--- config.mk ---
export PLATFORM = sky130hd
export DESIGN_NAME = load_align_unit_flat
export DESIGN_NICKNAME = d
export VERILOG_FILES = /design/src/rtl/load_align_unit_if.sv /design/src/rtl/load_align_unit.sv /design/src/flat_wrapper.sv
export SDC_FILE = /design/constraint.sdc
export NUM_CORES = 1
export LEC_CHECK = 0
export ABC_AREA = 1
export BUFFER_PORTS_ARGS = -buffer_cell sky130_fd_sc_hd__buf_4
export CAP_MARGIN = 10
export CELL_PAD_IN_SITES_DETAIL_PLACEMENT = 1
export CELL_PAD_IN_SITES_GLOBAL_PLACEMENT = 2
export CORE_ASPECT_RATIO = 1.4
export CORE_UTILIZATION = 29
export DETAILED_ROUTE_END_ITERATION = 7
export HOLD_SLACK_MARGIN = 0.02
export PLACE_DENSITY = 0.88
export SLEW_MARGIN = 20
export SYNTH_ARGS = -nofsm -noshare
export SYNTH_HDL_FRONTEND = slang
export SYNTH_SLANG_ARGS = --single-unit
--- constraint.sdc ---
create_clock -name clk -period 2.22 [get_ports clk]
set_clock_uncertainty 0.05 [all_clocks]
set_input_delay 0.111 -clock clk [delete_from_list [all_inputs] [get_ports clk]]
set_output_delay 0.111 -clock clk [all_outputs]
set_load 0.1 [all_outputs]
--- src/rtl/load_align_unit_if.sv ---
// Load/bus/response signal bundle for load_align_unit.
// slave  : the load unit's view (takes requests, drives bus reads, returns results).
// master : the environment's view (issues requests, answers bus reads).
interface load_align_unit_if #(
  parameter int XLEN = 32,
  parameter int AW   = 32
);
  logic            req_valid;
  logic            req_ready;
  logic [AW-1:0]   req_addr;
  logic [1:0]      req_len;
  logic            req_uns;
  logic            mem_req;
  logic [AW-1:0]   mem_addr;
  logic            mem_ack;
  logic [XLEN-1:0] mem_rdata;
  logic            rsp_valid;
  logic [XLEN-1:0] rsp_data;
  logic            rsp_split;
  logic            rsp_err;

  modport slave (
    input  req_valid, req_addr, req_len, req_uns, mem_ack, mem_rdata,
    output req_ready, mem_req, mem_addr, rsp_valid, rsp_data, rsp_split, rsp_err
  );

  modport master (
    output req_valid, req_addr, req_len, req_uns, mem_ack, mem_rdata,
    input  req_ready, mem_req, mem_addr, rsp_valid, rsp_data, rsp_split, rsp_err
  );
endinterface

--- src/rtl/load_align_unit.sv ---
// Load-path sequencer/formatter: accepts one load (addr, len, signedness), issues
// one or two word-aligned bus reads, merges and shifts the bytes and returns a
// zero- or sign-extended result.
// Length encoding on req_len: 00=1B, 01=2B, 10=4B, 11=8B (8B illegal for XLEN=32).
// Optional build macro LAU_MISALIGN_TRAP_EN: loads that straddle a word boundary
// are not serviced; they respond immediately with rsp_err=1, rsp_split=1.
module load_align_unit #(
  parameter int XLEN = 32,
  parameter int AW   = 32
) (
  input  logic               clk,
  input  logic               rst,
  load_align_unit_if.slave   bus_io
);
  localparam int BYTES = XLEN / 8;
  localparam int OFS_W = $clog2(BYTES);
  localparam logic [1:0] LEN_8B = 2'b11;
`ifdef LAU_MISALIGN_TRAP_EN
  localparam bit TRAP_EN = 1'b1;
`else
  localparam bit TRAP_EN = 1'b0;
`endif

  typedef enum logic [1:0] {ST_IDLE, ST_RD0, ST_RD1, ST_RESP} state_t;

  state_t            state_q, state_d;
  logic [OFS_W-1:0]  ofs_q;
  logic [1:0]        len_q;
  logic              uns_q;
  logic              split_q;
  logic [AW-1:0]     mem_addr_q;
  logic [XLEN-1:0]   lo_q;
  logic [XLEN-1:0]   rsp_data_q;
  logic              rsp_split_q;
  logic              rsp_err_q;

  logic [OFS_W-1:0]  req_ofs;
  logic              req_split;
  logic              req_illegal;
  logic              req_trap;
  logic              req_ready_c, mem_req_c, rsp_valid_c;

  // Shift the two-word window down to the byte offset, keep n bytes and extend
  // from bit n*8-1 (or with zeros when unsigned).
  function automatic logic [XLEN-1:0] fmt_load(input logic [2*XLEN-1:0] win,
                                                input logic [OFS_W-1:0]  ofs,
                                                input logic [1:0]        len,
                                                input logic              uns);
    logic [2*XLEN-1:0] sh;
    logic              sgn;
    logic [XLEN-1:0]   res;
    int                nb;
    sh = win >> {ofs, 3'b000};
    nb = 8 << len;
    case (len)
      2'b00:   sgn = sh[7];
      2'b01:   sgn = sh[15];
      2'b10:   sgn = sh[31];
      default: sgn = sh[63];
    endcase
    sgn = sgn & ~uns;
    for (int i = 0; i < XLEN; i++) begin
      res[i] = (i < nb) ? sh[i] : sgn;
    end
    return res;
  endfunction

  // Request decode: byte offset, boundary crossing and illegal length.
  always_comb begin
    req_ofs     = bus_io.req_addr[OFS_W-1:0];
    req_split   = (int'(req_ofs) + (1 << bus_io.req_len)) > BYTES;
    req_illegal = (XLEN == 32) && (bus_io.req_len == LEN_8B);
    req_trap    = TRAP_EN && req_split;
  end

  // FSM state register.
  always_ff @(posedge clk) begin
    if (rst) state_q <= ST_IDLE;
    else     state_q <= state_d;
  end

  // FSM next state and handshake outputs decoded from the current state.
  always_comb begin
    state_d     = state_q;
    req_ready_c = 1'b0;
    mem_req_c   = 1'b0;
    rsp_valid_c = 1'b0;
    case (state_q)
      ST_IDLE: begin
        req_ready_c = 1'b1;
        if (bus_io.req_valid)
          state_d = (req_illegal || req_trap) ? ST_RESP : ST_RD0;
      end
      ST_RD0: begin
        mem_req_c = 1'b1;
        if (bus_io.mem_ack) state_d = split_q ? ST_RD1 : ST_RESP;
      end
      ST_RD1: begin
        mem_req_c = 1'b1;
        if (bus_io.mem_ack) state_d = ST_RESP;
      end
      ST_RESP: begin
        rsp_valid_c = 1'b1;
        state_d     = ST_IDLE;
      end
      default: state_d = ST_IDLE;
    endcase
  end

  // Request latch, bus address sequencing, read capture and result formatting.
  // The result is formatted on the ack edge so it is already registered in RESP.
  always_ff @(posedge clk) begin
    if (rst) begin
      ofs_q       <= '0;
      len_q       <= '0;
      uns_q       <= 1'b0;
      split_q     <= 1'b0;
      mem_addr_q  <= '0;
      lo_q        <= '0;
      rsp_data_q  <= '0;
      rsp_split_q <= 1'b0;
      rsp_err_q   <= 1'b0;
    end else begin
      case (state_q)
        ST_IDLE: begin
          if (bus_io.req_valid) begin
            ofs_q      <= req_ofs;
            len_q      <= bus_io.req_len;
            uns_q      <= bus_io.req_uns;
            split_q    <= req_split;
            mem_addr_q <= {bus_io.req_addr[AW-1:OFS_W], {OFS_W{1'b0}}};
            if (req_illegal) begin
              rsp_data_q  <= '0;
              rsp_split_q <= 1'b0;
              rsp_err_q   <= 1'b1;
            end else if (req_trap) begin
              rsp_data_q  <= '0;
              rsp_split_q <= 1'b1;
              rsp_err_q   <= 1'b1;
            end
          end
        end
        ST_RD0: begin
          if (bus_io.mem_ack) begin
            lo_q <= bus_io.mem_rdata;
            if (split_q) begin
              // Second word follows; the address wraps modulo 2^AW.
              mem_addr_q <= mem_addr_q + AW'(BYTES);
            end else begin
              rsp_data_q  <= fmt_load({{XLEN{1'b0}}, bus_io.mem_rdata}, ofs_q, len_q, uns_q);
              rsp_split_q <= 1'b0;
              rsp_err_q   <= 1'b0;
            end
          end
        end
        ST_RD1: begin
          if (bus_io.mem_ack) begin
            rsp_data_q  <= fmt_load({bus_io.mem_rdata, lo_q}, ofs_q, len_q, uns_q);
            rsp_split_q <= 1'b1;
            rsp_err_q   <= 1'b0;
          end
        end
        default: ;
      endcase
    end
  end

  assign bus_io.req_ready = req_ready_c;
  assign bus_io.mem_req   = mem_req_c;
  assign bus_io.mem_addr  = mem_addr_q;
  assign bus_io.rsp_valid = rsp_valid_c;
  assign bus_io.rsp_data  = rsp_data_q;
  assign bus_io.rsp_split = rsp_split_q;
  assign bus_io.rsp_err   = rsp_err_q;
endmodule
--- src/flat_wrapper.sv ---
// flat-port wrapper written by rule: the top's interface ports become plain ports
module load_align_unit_flat 
#(
  parameter int XLEN = 32,
  parameter int AW   = 32
)
  (clk, rst, bus_io_req_valid, bus_io_req_addr, bus_io_req_len, bus_io_req_uns, bus_io_mem_ack, bus_io_mem_rdata, bus_io_req_ready, bus_io_mem_req, bus_io_mem_addr, bus_io_rsp_valid, bus_io_rsp_data, bus_io_rsp_split, bus_io_rsp_err);
  load_align_unit_if #(.XLEN(XLEN), .AW(AW)) bus_io_i ();
  input  logic clk;
  input  logic rst;
  input wire logic [$bits(bus_io_i.req_valid)-1:0] bus_io_req_valid;
  input wire logic [$bits(bus_io_i.req_addr)-1:0] bus_io_req_addr;
  input wire logic [$bits(bus_io_i.req_len)-1:0] bus_io_req_len;
  input wire logic [$bits(bus_io_i.req_uns)-1:0] bus_io_req_uns;
  input wire logic [$bits(bus_io_i.mem_ack)-1:0] bus_io_mem_ack;
  input wire logic [$bits(bus_io_i.mem_rdata)-1:0] bus_io_mem_rdata;
  output wire logic [$bits(bus_io_i.req_ready)-1:0] bus_io_req_ready;
  output wire logic [$bits(bus_io_i.mem_req)-1:0] bus_io_mem_req;
  output wire logic [$bits(bus_io_i.mem_addr)-1:0] bus_io_mem_addr;
  output wire logic [$bits(bus_io_i.rsp_valid)-1:0] bus_io_rsp_valid;
  output wire logic [$bits(bus_io_i.rsp_data)-1:0] bus_io_rsp_data;
  output wire logic [$bits(bus_io_i.rsp_split)-1:0] bus_io_rsp_split;
  output wire logic [$bits(bus_io_i.rsp_err)-1:0] bus_io_rsp_err;
  assign bus_io_i.req_valid = bus_io_req_valid;
  assign bus_io_i.req_addr = bus_io_req_addr;
  assign bus_io_i.req_len = bus_io_req_len;
  assign bus_io_i.req_uns = bus_io_req_uns;
  assign bus_io_i.mem_ack = bus_io_mem_ack;
  assign bus_io_i.mem_rdata = bus_io_mem_rdata;
  assign bus_io_req_ready = bus_io_i.req_ready;
  assign bus_io_mem_req = bus_io_i.mem_req;
  assign bus_io_mem_addr = bus_io_i.mem_addr;
  assign bus_io_rsp_valid = bus_io_i.rsp_valid;
  assign bus_io_rsp_data = bus_io_i.rsp_data;
  assign bus_io_rsp_split = bus_io_i.rsp_split;
  assign bus_io_rsp_err = bus_io_i.rsp_err;
  load_align_unit #(.XLEN(XLEN), .AW(AW)) u_core (.clk(clk), .rst(rst), .bus_io(bus_io_i));
endmodule
==> flow_summary.yaml <==
place:
  port_buffers: 137
  pre_cts_ws_ns: -0.0496
  gp_congestion: 0.835
  hpwlAfterDp_mm: 18.4
setup_path:
  crit_arrival_ns: 2.31
  cp_max_fo: 33
  cp.required_ns: 2.42
  startpoint_type: "register"
  end_kind: "register"
  critPathKind: "reg2reg"
detailed_routing:
  met1Wirelength_mm: 10.9
  drt_iter0_drc: 239
  wl_met2_mm: 12.3
  drc: 0
  topRoutingLayerUsed: "met4"
  wire_per_inst_um: 15.7
  post_drt_via_cell_ratio: 4.93
  vias: 7729
  dr.pass1.iters: 4
  antenna_left: 0
  wl_met3_um: 608
  wirelength_mm: 24.6
die:
  initial_utilization_pct: 29.5
  dieArea_mm2: 0.0242
  rows: 66
  ioPinCount: 140
  die_y_um: 184
  core_area_mm2: 0.0232
  fp.dieW_um: 132
clocking:
  htree_levels: 3
  cts_tree: "yes"
  cts_root_buffer: "clkbuf_16"
  cts.sinks: 104
  cts_buffers: 9
  clk_pin_slew_worst_paths_ns: 0.08
  cts_max_path_buffers: 2
  insertion_delay_ns: 0.36
global_routing:
  grt_pass1_wl_mm: 40.2
  grt_antenna_before_repair: 0
  gr-total-overflow: 0
  grt_pass1_vias: 7710
  grt_max_degree: 61
  grt_use_total_pct: 20.8
yosys:
  netlist_instances: 1114
  synth-seq-cells: 104
  synth-edff-count: 0
  synthesis.area_mm2: 0.00684
  avgSynthCellArea_um2: 6.14
  yosys_warnings: 0
  ys.flop_type: "dfxtp_1"
  yosysSeqAreaShare_pct: 30.4
  synth_cell_type_count: 46
  ys_async_sr_fraction_pct: 0
cells_and_area:
  area_delta_synth_final_pct: 30.7
  drive_gt1_share_pct: 18.5
  n_fill_cell: 3021
  antennaDiodeCount: 0
  finalNetCount: 1336
timing:
  fin_crit_ns: 2.10
  worst_slack_ns: 0.117
  period_share_pct: 94.7
  slew_headroom_pct: 48.8
  final-max-slew-violation-count: 0
  worst_slew_pin_slew_ns: 0.768
  finalSetupViolCount: 0
  max_freq_ghz: 0.476
  rsz0062_at_grt: "true"
  finalHoldViolCount: 0
power_and_ir_drop:
  power.leakage_nw: 3.73
  ir_worst_vdd_v: 0.000795
  p_per_area_mw_per_mm2: 1360
  finalPower_mw: 12.2
run:
  drv_cap: 0
outcome:
  status: "complete, no violations"
hold_path:
  worstHoldPathType: "in2reg"
metrics by stage:
| stage | std cells | hold slack, ns | TNS, ns | cell area [um2] | util, % |
|---|---|---|---|---|---|
| 2_1_floorplan | 1115 | 0.204 | 0 | 6870 | - |
| 3_3_place_gp | 1506 | 0.300 | 0 | 8140 | 35.1 |
| 3_5_place_dp | 1506 | 0.325 | -0.408 | 8140 | 35.1 |
| 4_1_cts | 1566 | 0.0207 | 0 | 8900 | 38.4 |
| 5_1_grt | 1568 | 0.0541 | -0.0476 | 8940 | 38.5 |
| 6_report | 1568 | 0.0349 | 0 | 8940 | 38.5 |
cells in the mapped netlist, types with 7 or more instances:
| cell type | count | area (um2) |
|---|---|---|
| buf_2 | 28 | 140 |
| o21ai_0 | 130 | 651 |
| nor2_1 | 100 | 375 |
| nor3_1 | 8 | 40.0 |
| a21oi_1 | 112 | 561 |
| nand3_1 | 61 | 305 |
| o211ai_1 | 14 | 105 |
| nand2_1 | 351 | 1320 |
| clkbuf_1 | 28 | 105 |
| inv_1 | 59 | 221 |
| o21ai_1 | 8 | 40.0 |
| buf_4 | 10 | 75.1 |
| a21oi_2 | 10 | 87.6 |
| ha_1 | 7 | 87.6 |
| dfxtp_1 | 104 | 2080 |
worst paths after layout:
| path | from | to | slack [ns] | cells after the start |
|---|---|---|---|---|
| worst max-delay path | u_core.state_q[1] | u_core.bus_io.rsp_split | 0.12 | 13 |
| worst min-delay path | bus_io_mem_rdata[23] | u_core.lo_q[23] | 0.03 | 3 |
| worst min register to register | u_core.bus_io.rsp_data[0] | u_core.bus_io.rsp_data[0] | 0.42 | 2 |
| worst max register to register | u_core.state_q[1] | u_core.bus_io.rsp_split | 0.12 | 13 |
placed cells by master, fill, tap and decap left out, types with 3 or more instances in the layout:
cell,netlist,routed
o21ai_0,130,130
or2_2,5,5
nor2_1,100,100
xor2_1,4,4
a31oi_1,3,3
nand2_4,3,3
inv_1,59,59
clkbuf_16,0,9
o211ai_1,14,14
a21oi_1,112,112
ha_1,7,5
nand3_1,61,61
inv_2,6,6
buf_12,0,8
nand4_1,6,6
nand2_2,3,3
nand2_1,351,351
a21oi_2,10,10
a211oi_1,5,5
dlygate4sd3_1,0,43
dfxtp_1,104,95
dfxtp_2,0,9
buf_4,10,155
nor3_1,8,8
o21ai_1,8,8
nor2_4,3,4
nand3b_1,5,5
o22ai_1,5,5
nor2_2,3,3
layout make-up:
cell class | count | area [um2] | area share, %
inverter | 67 | 254 | 2.84
sequential | 104 | 2090 | 23.4
clock inverter | 7 | 101 | 1.13
clock buffer | 9 | 225 | 2.52
tap | 306 | 383 | 4.28
timing repair buffer | 206 | 1750 | 19.6
multi-input combinational | 869 | 4130 | 46.2
metal layers:
metal / vias to the layer above / global-route usage, %
li1: 3933 / -
met1: 3621 / 24.3
met2: 143 / 37.9
met3: 32 / 2.73
met4: 0 / 8.56
met5: - / 0
registers in the layout (all words and copies together), names as in the netlist:
signal                   count
u_core.bus_io.rsp_split      1
u_core.ofs_q                 2
u_core.bus_io.mem_addr      30
u_core.state_q               2
u_core.len_q                 2
u_core.uns_q                 1
u_core.split_q               1
u_core.bus_io.rsp_data      32
u_core.bus_io.rsp_err        1
u_core.lo_q                 32
critical path, stage by stage (launching register included):
cell and delay, ns:
dfxtp_1 0.34, inv_1 0.15, ha_4 0.16, inv_1 0.07, or2_2 0.28, nand2_1 0.07, inv_2 0.04, o21ai_2 0.08
inv_2 0.08, nand2_4 0.12, buf_12 0.19, inv_1 0.09, o21ai_0 0.18, a21oi_1 0.06
kinds of logic (layout without fill, tap and decap cells):
| group | Yosys count | in the layout | synth area share (%) |
|---|---|---|---|
| xor gates and xnor gates | 6 | 6 | 0.768 |
| AOI/OAI and AO/OA | 296 | 296 | 23.6 |
| adders and majority gates | 8 | 8 | 1.57 |
| muxes | 1 | 1 | 0.146 |
| buffers and inverters | 143 | 289 | 9.60 |
| DFF | 104 | 104 | 30.4 |
| and+or+nand+nor | 555 | 556 | 33.8 |
| other | 1 | 2 | 0.0548 |
power by group:
part           internal, mW  switching (mW)
clock network          1.00           0.810
registers              2.36           0.572
logic                  1.98            5.46
total                  5.35            6.84
timing repair:
item,4_1_cts,5_1_grt
endpoints found under the hold margin,44,0
setup buffers,0,2
resized for setup,1,0
cloned,1,0
pin swaps,1,0
hold buffers,43,0
endpoints found under the setup margin,28,13
(Power assumes the default switching activity.)
